$ cat config.mk
export PLATFORM = sky130hd
export DESIGN_NAME = pipeline_5_ma_lsu
export DESIGN_NICKNAME = d
export VERILOG_FILES = /design/src/rtl/pipeline_5_ma_lsu.sv
export SDC_FILE = /design/constraint.sdc
export NUM_CORES = 1
export LEC_CHECK = 0
export CAP_MARGIN = 40
export CELL_PAD_IN_SITES_DETAIL_PLACEMENT = 1
export CELL_PAD_IN_SITES_GLOBAL_PLACEMENT = 1
export CORE_MARGIN = 1.5
export CORE_UTILIZATION = 30
export CTS_BUF_LIST = sky130_fd_sc_hd__clkbuf_4 sky130_fd_sc_hd__clkbuf_8
export CTS_CLUSTER_DIAMETER = 150
export CTS_CLUSTER_SIZE = 40
export DETAILED_ROUTE_END_ITERATION = 10
export GPL_TIMING_DRIVEN = 0
export PLACE_DENSITY = 0.73
export SETUP_SLACK_MARGIN = 0.3
export SLEW_MARGIN = 20
export SYNTH_ARGS = -nofsm -noshare
export SYNTH_HDL_FRONTEND = slang
export SYNTH_SLANG_ARGS = --single-unit
$ cat constraint.sdc
create_clock -name s_clk_i -period 2.45 [get_ports s_clk_i]
set_clock_uncertainty 0.2 [all_clocks]
set_input_delay 0.49 -clock s_clk_i [delete_from_list [all_inputs] [get_ports s_clk_i]]
set_output_delay 0.49 -clock s_clk_i [all_outputs]
set_load 0.03 [all_outputs]
$ cat src/rtl/pipeline_5_ma_lsu.sv
// Memory-access stage: completes the AHB3-Lite data phase issued in EX, aligns load data, writes MA/WB.
// Optional bus-error reporting (ERR state, LBUSERR/SBUSERR codes) is built when MA_BUSERR_EN is defined.
package p_hardisc;
  localparam int ICTRL_W   = 7;
  localparam int IMISCON_W = 3;
  typedef logic [ICTRL_W-1:0]   ictrl;
  typedef logic [IMISCON_W-1:0] imiscon;
  typedef logic [3:0]           f_part;
  typedef logic [4:0]           rf_add;
  localparam int ICTRL_UNIT_BRU = 0;
  localparam int ICTRL_UNIT_ALU = 1;
  localparam int ICTRL_UNIT_LSU = 2;
  localparam int ICTRL_UNIT_CSR = 3;
  localparam int ICTRL_UNIT_MDU = 4;
  localparam int ICTRL_REG_DEST = 5;
  localparam int ICTRL_RVC      = 6;
  localparam imiscon IMISCON_FREE    = 3'd0;
  localparam imiscon IMISCON_ILLE    = 3'd1;
  localparam imiscon IMISCON_DSCR    = 3'd2;
  localparam imiscon IMISCON_LBUSERR = 3'd3;
  localparam imiscon IMISCON_SBUSERR = 3'd4;
endpackage

module pipeline_5_ma_lsu
  import p_hardisc::*;
(
  input  logic                 s_clk_i,
  input  logic                 s_reset_i,
  input  logic                 s_flush_i,
  input  logic [ICTRL_W-1:0]   s_exma_ictrl_i,
  input  logic [IMISCON_W-1:0] s_exma_imiscon_i,
  input  logic [3:0]           s_exma_f_i,
  input  logic [4:0]           s_exma_rd_i,
  input  logic [31:0]          s_exma_val_i,
  input  logic                 s_exma_tstrd_i,
  input  logic [31:0]          s_hrdata_i,
  input  logic                 s_hready_i,
  input  logic                 s_hresp_i,
  output logic                 s_stall_o,
  output logic [ICTRL_W-1:0]   s_mawb_ictrl_o,
  output logic [IMISCON_W-1:0] s_mawb_imiscon_o,
  output logic [4:0]           s_mawb_rd_o,
  output logic [31:0]          s_mawb_val_o,
  output logic                 s_busy_o
);

  typedef enum logic [1:0] {S_IDLE = 2'd0, S_DATA = 2'd1, S_ERR = 2'd2} state_e;

  state_e state_q, state_d;

  // Instruction whose data phase is in flight; EX/MA is not sampled while busy.
  logic [ICTRL_W-1:0] ictrl_q, ictrl_d;
  logic [3:0]         f_q, f_d;
  logic [4:0]         rd_q, rd_d;
  logic [31:0]        addr_q, addr_d;
  logic               flush_q, flush_d;

  logic [ICTRL_W-1:0]   mawb_ictrl_q, mawb_ictrl_d;
  logic [IMISCON_W-1:0] mawb_imiscon_q, mawb_imiscon_d;
  logic [4:0]           mawb_rd_q, mawb_rd_d;
  logic [31:0]          mawb_val_q, mawb_val_d;

  logic        lsu_go;
  logic        bus_err;
  logic        kill;
  logic [7:0]  ld_byte;
  logic [15:0] ld_half;
  logic [31:0] ld_val;

  assign lsu_go = s_exma_ictrl_i[ICTRL_UNIT_LSU] & s_exma_tstrd_i &
                  (s_exma_imiscon_i == IMISCON_FREE);
  assign kill   = flush_q | s_flush_i;

`ifdef MA_BUSERR_EN
  assign bus_err = s_hresp_i;
`else
  assign bus_err = 1'b0;
`endif

  always_comb begin
    ld_byte = s_hrdata_i[7:0];
    case (addr_q[1:0])
      2'd1:    ld_byte = s_hrdata_i[15:8];
      2'd2:    ld_byte = s_hrdata_i[23:16];
      2'd3:    ld_byte = s_hrdata_i[31:24];
      default: ld_byte = s_hrdata_i[7:0];
    endcase
    ld_half = addr_q[1] ? s_hrdata_i[31:16] : s_hrdata_i[15:0];
    case (f_q[1:0])
      2'b00:   ld_val = {{24{ld_byte[7] & ~f_q[2]}}, ld_byte};
      2'b01:   ld_val = {{16{ld_half[15] & ~f_q[2]}}, ld_half};
      default: ld_val = s_hrdata_i;
    endcase
  end

  // State and pipeline registers
  always_ff @(posedge s_clk_i) begin
    if (s_reset_i) begin
      state_q        <= S_IDLE;
      ictrl_q        <= '0;
      f_q            <= '0;
      rd_q           <= '0;
      addr_q         <= '0;
      flush_q        <= 1'b0;
      mawb_ictrl_q   <= '0;
      mawb_imiscon_q <= IMISCON_FREE;
      mawb_rd_q      <= '0;
      mawb_val_q     <= '0;
    end else begin
      state_q        <= state_d;
      ictrl_q        <= ictrl_d;
      f_q            <= f_d;
      rd_q           <= rd_d;
      addr_q         <= addr_d;
      flush_q        <= flush_d;
      mawb_ictrl_q   <= mawb_ictrl_d;
      mawb_imiscon_q <= mawb_imiscon_d;
      mawb_rd_q      <= mawb_rd_d;
      mawb_val_q     <= mawb_val_d;
    end
  end

  // Next state
  always_comb begin
    state_d = state_q;
    case (state_q)
      S_IDLE: if (lsu_go) state_d = S_DATA;
      S_DATA: begin
`ifdef MA_BUSERR_EN
        if (s_hresp_i && !s_hready_i) state_d = S_ERR;
        else if (s_hready_i)          state_d = S_IDLE;
`else
        if (s_hready_i) state_d = S_IDLE;
`endif
      end
`ifdef MA_BUSERR_EN
      S_ERR:   state_d = S_IDLE;
`endif
      default: state_d = S_IDLE;
    endcase
  end

  // Outputs, capture and MA/WB next value
  always_comb begin
    s_stall_o      = 1'b0;
    ictrl_d        = ictrl_q;
    f_d            = f_q;
    rd_d           = rd_q;
    addr_d         = addr_q;
    flush_d        = flush_q;
    mawb_ictrl_d   = '0;
    mawb_imiscon_d = IMISCON_FREE;
    mawb_rd_d      = '0;
    mawb_val_d     = '0;
    case (state_q)
      S_IDLE: begin
        if (lsu_go) begin
          // An accepted address phase must still complete even if flushed now.
          ictrl_d = s_exma_ictrl_i;
          f_d     = s_exma_f_i;
          rd_d    = s_exma_rd_i;
          addr_d  = s_exma_val_i;
          flush_d = s_flush_i;
        end else if (!s_flush_i) begin
          mawb_ictrl_d   = s_exma_ictrl_i;
          mawb_imiscon_d = s_exma_imiscon_i;
          mawb_rd_d      = s_exma_rd_i;
          mawb_val_d     = s_exma_val_i;
        end
      end
      S_DATA: begin
        s_stall_o = ~s_hready_i & ~flush_q;
        flush_d   = kill;
        if (s_hready_i && !kill) begin
          mawb_ictrl_d = ictrl_q;
          if (bus_err) begin
            mawb_imiscon_d = f_q[3] ? IMISCON_SBUSERR : IMISCON_LBUSERR;
            mawb_val_d     = addr_q;
          end else begin
            mawb_rd_d  = f_q[3] ? 5'd0 : rd_q;
            mawb_val_d = f_q[3] ? addr_q : ld_val;
          end
        end
      end
      S_ERR: begin
        s_stall_o = ~flush_q;
        flush_d   = kill;
        if (!kill) begin
          mawb_ictrl_d   = ictrl_q;
          mawb_imiscon_d = f_q[3] ? IMISCON_SBUSERR : IMISCON_LBUSERR;
          mawb_val_d     = addr_q;
        end
      end
      default: ;
    endcase
    if (state_d == S_IDLE && state_q != S_IDLE) flush_d = 1'b0;
  end

  assign s_busy_o         = (state_q != S_IDLE);
  assign s_mawb_ictrl_o   = mawb_ictrl_q;
  assign s_mawb_imiscon_o = mawb_imiscon_q;
  assign s_mawb_rd_o      = mawb_rd_q;
  assign s_mawb_val_o     = mawb_val_q;

endmodule
==> results list, run 1 <==
* Post-route DRC violation count: 0
- Final Cycle Share: 91.5%
- Global-route wire length before repair: 26.1 mm
- In this run the static leakage power is 2.34 nW.
- The total overflow left after global routing is 0.
- The global routing stage identified its most utilized layer as met2.
- The largest individual stage delay along the critical path comes from the cell sky130_fd_sc_hd__dfxtp_4.
* Antenna diode instance count: 0
- After Yosys synthesis, XOR and XNOR cells account for 0% of the synthesized area.
- The detail route stage leaves a number of antenna-violating nets equal to 0.
* Buffer cell driving the clock tree root: sky130_fd_sc_hd__clkbuf_8
- Multiplexer fraction of the synthesized cell area: 1.79%
* Total die area: 15700 um2
- The routed design could run at a clock period as short as 2.24 ns.
* Worst Max-Slew Pin Slew: 0.828 ns
* Portion of the post-synthesis area used by sequential elements: 43.8%
- Buffers from clock root to sink, at most: 2
- The cell family contributing the most delay on the critical path is flip-flops.
- Setup repair after global routing could not meet its margin everywhere.
- The min-delay analysis places its worst path in the category primary input to register.
* Number of global-route vias before repair: 4830
- First-pass iteration count of the detailed router: 5
* P per Cell Area: 516 nW/um2
* Clock-pin slew on the worst setup and hold paths: 0.09 ns
- In the routed layout, each cell is associated on average with a via count of 5.24.
- Yosys cell types: 48
- Yosys printed 0 warnings.
- Detailed placement finished with a half-perimeter wire length of 12.4 mm.
- In this run the worst path has a maximum fanout of 6.
- Standard cell area after detailed placement: 6070 um2
- WL/cell: 19.5 um
* Die Wd: 125 um
- Vias after detailed routing: 4593
* # hold bufs at CTS: 0
* Area of the multi-input gates: 2360 um2
- Registers take 1970 um2.
* Slowest stage delay, CP: 0.37 ns
- The floorplan step set the die height to 125 um.
- Buffer and inverter count on the worst path: 2
- Cell area after synthesis: 4480 um2
- Placeable core area: 14500 um2
- Setup violations remaining at the end of the flow were counted as 0.
* Type of element capturing the critical path: output pin
- TritonCTS clock tree: yes
* DRT Wirelength: 17.1 mm
- For this design, the sink count on the clock tree is 98.
- The number of hold-slack violations in the final timing report came to 0.
- Cells fill 45.3% of the core in the end.
- Maximum operating frequency: 446 MHz
- Non-Filler Cell Area, Final: 6590 um2
- Area added between synthesis and finish: 46.9%
* Global routing usage on met2: 36.1%
- When the netlist entered floorplanning its net count stood at 618.
* Layout cells sized above 1: 19.8%
- GR Layer Usage met1: 26.2%
* Net count, final: 780
- The synthesized netlist devotes 28.3% of its cell area to compound gates.
- CP Launch Type: register
* Count of H-tree levels built during CTS: 3
* Clock network latency to the later pin of the worst-skew pair: 0.39 ns
- Initial standard-cell utilization of the core: 30.8%
- Combined global-route utilization of all metal layers: 21.3%
- Worst Path Required: 1.76 ns
* Synth Area in Adders: 1.12%
* Run status: finished, final reports clean
* Setup CP Type: register to output pin
- Synthesis handed over a netlist of 525 instances.
* #FFs+latches synth: 98
- Rows: 44
- Filler Cell Count: 1707
* Port Buffers: 135
* Inserted Clock Buffers: 9
- Counting tap cells, the placed design contains a total of 844 instances.
* Critical-path cell list: inv_1, ha_4, nor2_1, nor3b_2, buf_4
- Simple-gate share of the synthesized area: 19.4%
* Placement Setup Slack: -0.395 ns
* Violation count after the first detailed-route iteration: 285
- By area, the combinational part of the netlist is dominated by compound AO/OA/AOI/OAI gates.
- The finished layout holds 876 standard cells, fillers aside.
* Endpoint arrival time on the critical path: 1.55 ns
* Number of violations of the max-capacitance limit: 0
- For this run, global-route usage on met3 was measured as 5.95%.
- Each instance of the synthesized netlist takes up on average 8.54 um2.
- Pin placement for this block handled 138 I/O pins.
- Final RePlAce weighted congestion: 0.886
- Maximum resistive drop on vdd: 343 uV
- Slew Limit Fails: 0
- Largest net degree at the start of global routing: 16
* Slew headroom: 44.8%
- The initial antenna violation count was 0.
- Worst-case setup margin in the final layout: 0.208 ns
[through the flow]
stage          power [mW]  hold slack, ns  TNS [ns]
5_1_grt              3.53           0.221         0
3_3_place_gp         2.21           0.241    -15.96
6_report             3.40           0.210         0
3_5_place_dp         2.22           0.250    -18.28
4_1_cts              3.41           0.201         0
2_1_floorplan        1.92           0.236         0
[synthesized netlist by cell type, drive strengths merged]
library cell  instances  area share (%)
a2111oi               2            0.39
a211o                 1            0.20
a211oi                1            0.17
a21oi                65             8.9
a221oi                1            0.20
a222oi                1            0.22
a22oi                42             7.0
a31oi                 3            0.42
a32o                  1            0.22
a32oi                 2            0.39
buf                  25             3.6
clkbuf               18             1.5
dfxtp                98              44
ha                    4             1.1
inv                   6            0.50
mux2i                 8             1.8
nand2               108              10
nand2b                6            0.84
nand3                 2            0.33
nand3b                1            0.17
nor2                 47             4.2
nor2b                 5            0.70
nor3                  6            0.92
nor3b                 6             1.0
nor4                  2            0.28
o211ai                1            0.17
o21a                  1            0.17
o21ai                12             1.3
o21bai                1            0.17
o221ai                1            0.20
o22ai                40             7.0
o2bb2ai               1            0.20
o31ai                 2            0.95
or2                   3            0.42
or3                   1            0.14
or4                   1            0.25
[power by group]
group          switching (mW)  internal (mW)  leakage, nW  total, mW
clock network           0.589          0.597        0.114       1.19
logic                   0.289          0.275         1.43      0.564
registers              0.0170           1.63        0.799       1.65
total                   0.894           2.51         2.34       3.40
[final timing paths]
check	startpoint	end	slack, ns	depth (start not counted)
worst max-delay path	state_q[0]	s_stall_o	0.21	5
worst min-delay path	s_reset_i	s_mawb_imiscon_o[1]	0.21	2
worst max register to register	state_q[0]	s_mawb_val_o[25]	0.31	8
worst min register to register	addr_q[9]	addr_q[9]	0.27	2
[cell type report]
type,count,share of cell area [%]
multi-input cells,378,35.9
flip-flops and latches,98,29.9
repair buffers,151,23.0
plain buffers,43,4.03
well taps,184,3.50
clock buffers,11,2.11
clock inverters,5,1.20
inverters,6,0.418
[cells in the final DEF, fill, tap and decap left out, types with 19 or more instances in the layout]
| cell type | synthesis | final |
|---|---|---|
| sky130_fd_sc_hd__dfxtp_1 | 98 | 96 |
| sky130_fd_sc_hd__buf_4 | 3 | 19 |
| sky130_fd_sc_hd__nor2_1 | 45 | 43 |
| sky130_fd_sc_hd__nand2_2 | 20 | 21 |
| sky130_fd_sc_hd__o22ai_1 | 30 | 30 |
| sky130_fd_sc_hd__nand2_1 | 88 | 87 |
| sky130_fd_sc_hd__clkdlybuf4s50_1 | 0 | 127 |
| sky130_fd_sc_hd__a21oi_2 | 20 | 20 |
| sky130_fd_sc_hd__a22oi_1 | 42 | 41 |
| sky130_fd_sc_hd__a21oi_1 | 45 | 45 |
[cell families after synthesis]
family,after synthesis
buffers and inverters,49
muxes,8
and+or+nand+nor,188
adders and majority gates,4
AOI/OAI and AO/OA,178
DFF,98
[registers in the layout (all words and copies together), names as in the netlist]
name              cells
addr_q               32
f_q                   4
flush_q               1
ictrl_q               7
rd_q                  5
s_mawb_ictrl_o        7
s_mawb_imiscon_o      3
s_mawb_rd_o           5
s_mawb_val_o         32
state_q               2
[per-layer routing]
metal | wire, um | share of wire [%]
met5 | 0 | 0
met4 | 320 | 1.9
met3 | 987 | 5.8
met2 | 8350 | 49
met1 | 7390 | 43
[what timing repair did]
| item | in CTS | in global routing |
|---|---|---|
| gates cloned | 0 | 1 |
| setup buffers | 4 | 11 |
| pin swaps | 1 | 4 |
| setup endpoints to repair | 66 | 75 |
| gates resized for setup | 38 | 27 |
Power figures use the tool's default switching activity.
==> inputs of run 2 (changes only) <==
--- a/config.mk
+++ b/config.mk
@@ -15,8 +15,9 @@
 export CTS_CLUSTER_SIZE = 40
 export DETAILED_ROUTE_END_ITERATION = 10
 export GPL_TIMING_DRIVEN = 0
-export PLACE_DENSITY = 0.73
+export PLACE_DENSITY_LB_ADDON = 0.1
 export SETUP_SLACK_MARGIN = 0.3
+export SKIP_CTS_REPAIR_TIMING = 1
 export SLEW_MARGIN = 20
 export SYNTH_ARGS = -nofsm -noshare
 export SYNTH_HDL_FRONTEND = slang
==> constraint.sdc (replaced) <==
create_clock -name s_clk_i -period 1.94 [get_ports s_clk_i]
set_clock_uncertainty 0.2 [all_clocks]
set_input_delay 0.388 -clock s_clk_i [delete_from_list [all_inputs] [get_ports s_clk_i]]
set_output_delay 0.388 -clock s_clk_i [all_outputs]
set_load 0.03 [all_outputs]
==> results list, run 2 (same netlist as run 1, synthesis figures left out) <==
- The length in cells of the worst reg-to-reg path is 8 (unchanged).
- The overall power is 4.33 mW (+27%).
- The switching share of power was 27.4% (+1.1 points).
- Count of H-tree levels built during CTS: 3 (unchanged)
- Flop2flop setup slack: -0.09 ns (-0.40 ns)
- Psw: 1.19 mW (+33%)
- Post-route DRC violation count: 0 (unchanged)
- The maximum buffer depth of the clock tree came to 2 (unchanged).
* Endpoint arrival time on the critical path: 1.53 ns (-0.02 ns)
* Setup CP Type: register to output pin
- The number of hold-slack violations in the final timing report was 0 (unchanged).
- The clock sink total was 98 (unchanged).
* Placement Setup Slack: -0.725 ns (-0.330 ns)
* Combined global-route utilization of all metal layers: 21.8% (+0.56 points)
* Vias after detailed routing: 4628 (+0.76%)
- The final standard cell count with taps included and fillers excluded came to 880 (+0.46%).
* Post-Route Setup TNS: -2.94 ns (-2.94 ns)
* Count of antenna-violating nets left after detailed routing: 0 (unchanged)
- The maximum number of pins on one net before global-route repair came to 18 (+2).
* Cell with the largest stage delay on the worst path: sky130_fd_sc_hd__dfxtp_4
* Type of element capturing the critical path: output pin
- Setup repair after global routing could not meet its margin everywhere.
* Total placed cells including tap cells: 844 (unchanged)
- Worst Hold Path Cells: 3 (+1)
- Slew headroom: 55.5% (+11 points)
- The global-route wire length before repair was 26.4 mm (+1.4%).
* Slowest stage delay, CP: 0.37 ns (about the same)
* TritonCTS clock tree: yes
* First-pass iteration count of the detailed router: 4 (-1)
* Worst Path Required: 1.35 ns (-0.41 ns)
* Setup-violating endpoint count in the final report: 58 (+58)
* Aggregate global routing overflow: 0 (unchanged)
* Maximum operating frequency: 472 MHz
* Worst-path fanout max: 4 (-2)
- Critical-path cell list: inv_4, ha_4, nor2b_4, nor2_2, nor3b_4, buf_6
- The clock network fraction of total power was 35.4% (+0.5 points).
- Buffer cell driving the clock tree root: sky130_fd_sc_hd__clkbuf_8
- P per Cell Area: 640 nW/um2 (+24%)
* Die Wd: 125 um (unchanged)
* Hold Crit Class: primary input to register
- The HPWL after detailed placement is 13.0 mm (+4.8%).
- The reported max-cap violation count was 0 (unchanged).
* Run status: complete, but fails checks
- Worst-case setup margin in the final layout: -0.179 ns (-0.386 ns)
- The worst register-to-register path ends at s_mawb_val_o[25].
- The share of final-layout standard cells stronger than drive strength 1 is 24.0% (+4.2 points).
* Commonest cells after routing, fill and taps aside: 96 x sky130_fd_sc_hd__dfxtp_1, 86 x sky130_fd_sc_hd__nand2_1, 83 x sky130_fd_sc_hd__clkdlybuf4s50_1
* Initial antenna violation count: 0 (unchanged)
* Maximum resistive drop on vdd: 404 uV (+18%)
- The design internal power came to 3.14 mW (+25%).
- Clock network latency to the later pin of the worst-skew pair: 0.40 ns (about the same)
- The CTS clock-pin slew for the worst setup and hold paths came to 0.10 ns (about the same).
- Initial standard-cell utilization of the core: 30.8% (unchanged)
* Violation count after the first detailed-route iteration: 266 (-6.7%)
- The share of total power in combinational logic is 16.5% (about the same).
* Rows: 44 (unchanged)
- The filler cell count in the final layout is 1711 (+0.23%).
- The die area was 15700 um2 (unchanged).
* Buffer and inverter count on the worst path: 2 (unchanged)
- Inserted Clock Buffers: 9 (unchanged)
* Most common cell after layout, fill and taps aside: sky130_fd_sc_hd__dfxtp_1
* Area added between synthesis and finish: 50.9%
- Violated checks: setup timing
- Final RePlAce weighted congestion: 0.846 (-4.6%)
* WL/cell: 20.1 um (+3.4%)
* Leakage Power: 2.88 nW (+23%)
* Kind of cell with the highest combined delay on the critical path: simple AND/OR/NAND/NOR gates
- The count of boundary I/O pins came to 138 (unchanged).
* Placeable core area: 14500 um2 (unchanged)
- Slew Limit Fails: 0 (unchanged)
- Net count, final: 784 (+0.51%)
* Antenna diode instance count: 0 (unchanged)
- Source of the worst register-to-register timing path: state_q[1]
* Worst Hold Launch: s_reset_i
* Final min period: 2.12 ns
- DRT Wirelength: 17.7 mm (+3.9%)
* Via-per-instance ratio: 5.26 (+0.30%)
* Finished Core Util: 46.5% (+1.2 points)
- The number of global-route vias before repair was 4716 (-2.4%).
- The footprint of the multi-input gates was 2420 um2 (+2.4%).
- The y dimension of the die is 125 um (unchanged).
* Port Buffers: 135 (unchanged)
- Reg area: 1970 um2 (unchanged)
* Worst Max-Slew Pin Slew: 0.668 ns (-0.159 ns)
- Worst Hold Path EP: flush_q
- The worst setup path is launched from a register.
- Reg power frac: 48.1% (-0.4 points)
* Final Cycle Share: 109%
-- run 2: cell types whose count changed in the layout (fill, tap and decap cells not counted), sizes merged --
cell	change
clkbuf	+9
dlygate4sd3	+2
dlymetal6s2s	+30
clkinvlp	+3
clkinv	-2
inv	+1
buf	+5
clkdlybuf4s50	-44
-- run 2: power groups by stage --
stage                     clock network [mW]  registers [mW]  logic (mW)
after floorplan                            0            2.21       0.225
after global placement                     0            2.13       0.689
after detailed placement                   0            2.13       0.697
after CTS                               1.56            2.09       0.701
after global routing                    1.64            2.09       0.754
final                                   1.53            2.08       0.714
-- run 2: layout make-up --
cell class                      instances  area share, %
Timing Repair Buffer                  155           23.1
Clock inverter                          7           1.48
Inverter                                6          0.425
Sequential cell                        98           29.1
Clock buffer                            9           1.83
Multi-Input combinational cell        378           35.8
Buffer                                 43           4.88
Tap cell                              184           3.40
-- run 2: how the worst max path moves through the flow --
stage	start	endpoint	slack (ns)	cells past startpoint
2_1_floorplan	s_exma_imiscon_i[2]	addr_q[18]	0.17	6
3_3_place_gp	s_flush_i	s_mawb_val_o[7]	-0.74	6
3_5_place_dp	s_flush_i	s_mawb_val_o[7]	-0.73	6
5_1_grt	s_flush_i	s_mawb_val_o[31]	-0.26	7
6_report	state_q[1]	s_stall_o	-0.18	6
4_1_cts	state_q[0]	s_stall_o	-0.80	5
-- run 2: stage by stage --
| stage | cell area [um2] | hold slack [ns] |
|---|---|---|
| floorplan | 4610 | 0.236 |
| global placement | 6190 | 0.242 |
| detailed placement | 6190 | 0.253 |
| CTS | 6420 | -0.0139 |
| global route | 6760 | 0.108 |
| finish | 6760 | 0.105 |
-- run 2: per-layer routing --
layer,part of all wire [%],up-vias,track usage [%]
met3,5.2,22,5.73
met1,43,2277,27.0
met2,50,133,37.8
met4,2.2,0,5.55
li1,-,2196,-
met5,0,-,0
-- run 2: worst min-delay path, stage by stage --
cell and delay, ns:
sky130_fd_sc_hd__buf_8 0.11, sky130_fd_sc_hd__a2111oi_0 0.07, sky130_fd_sc_hd__o21a_1 0.10
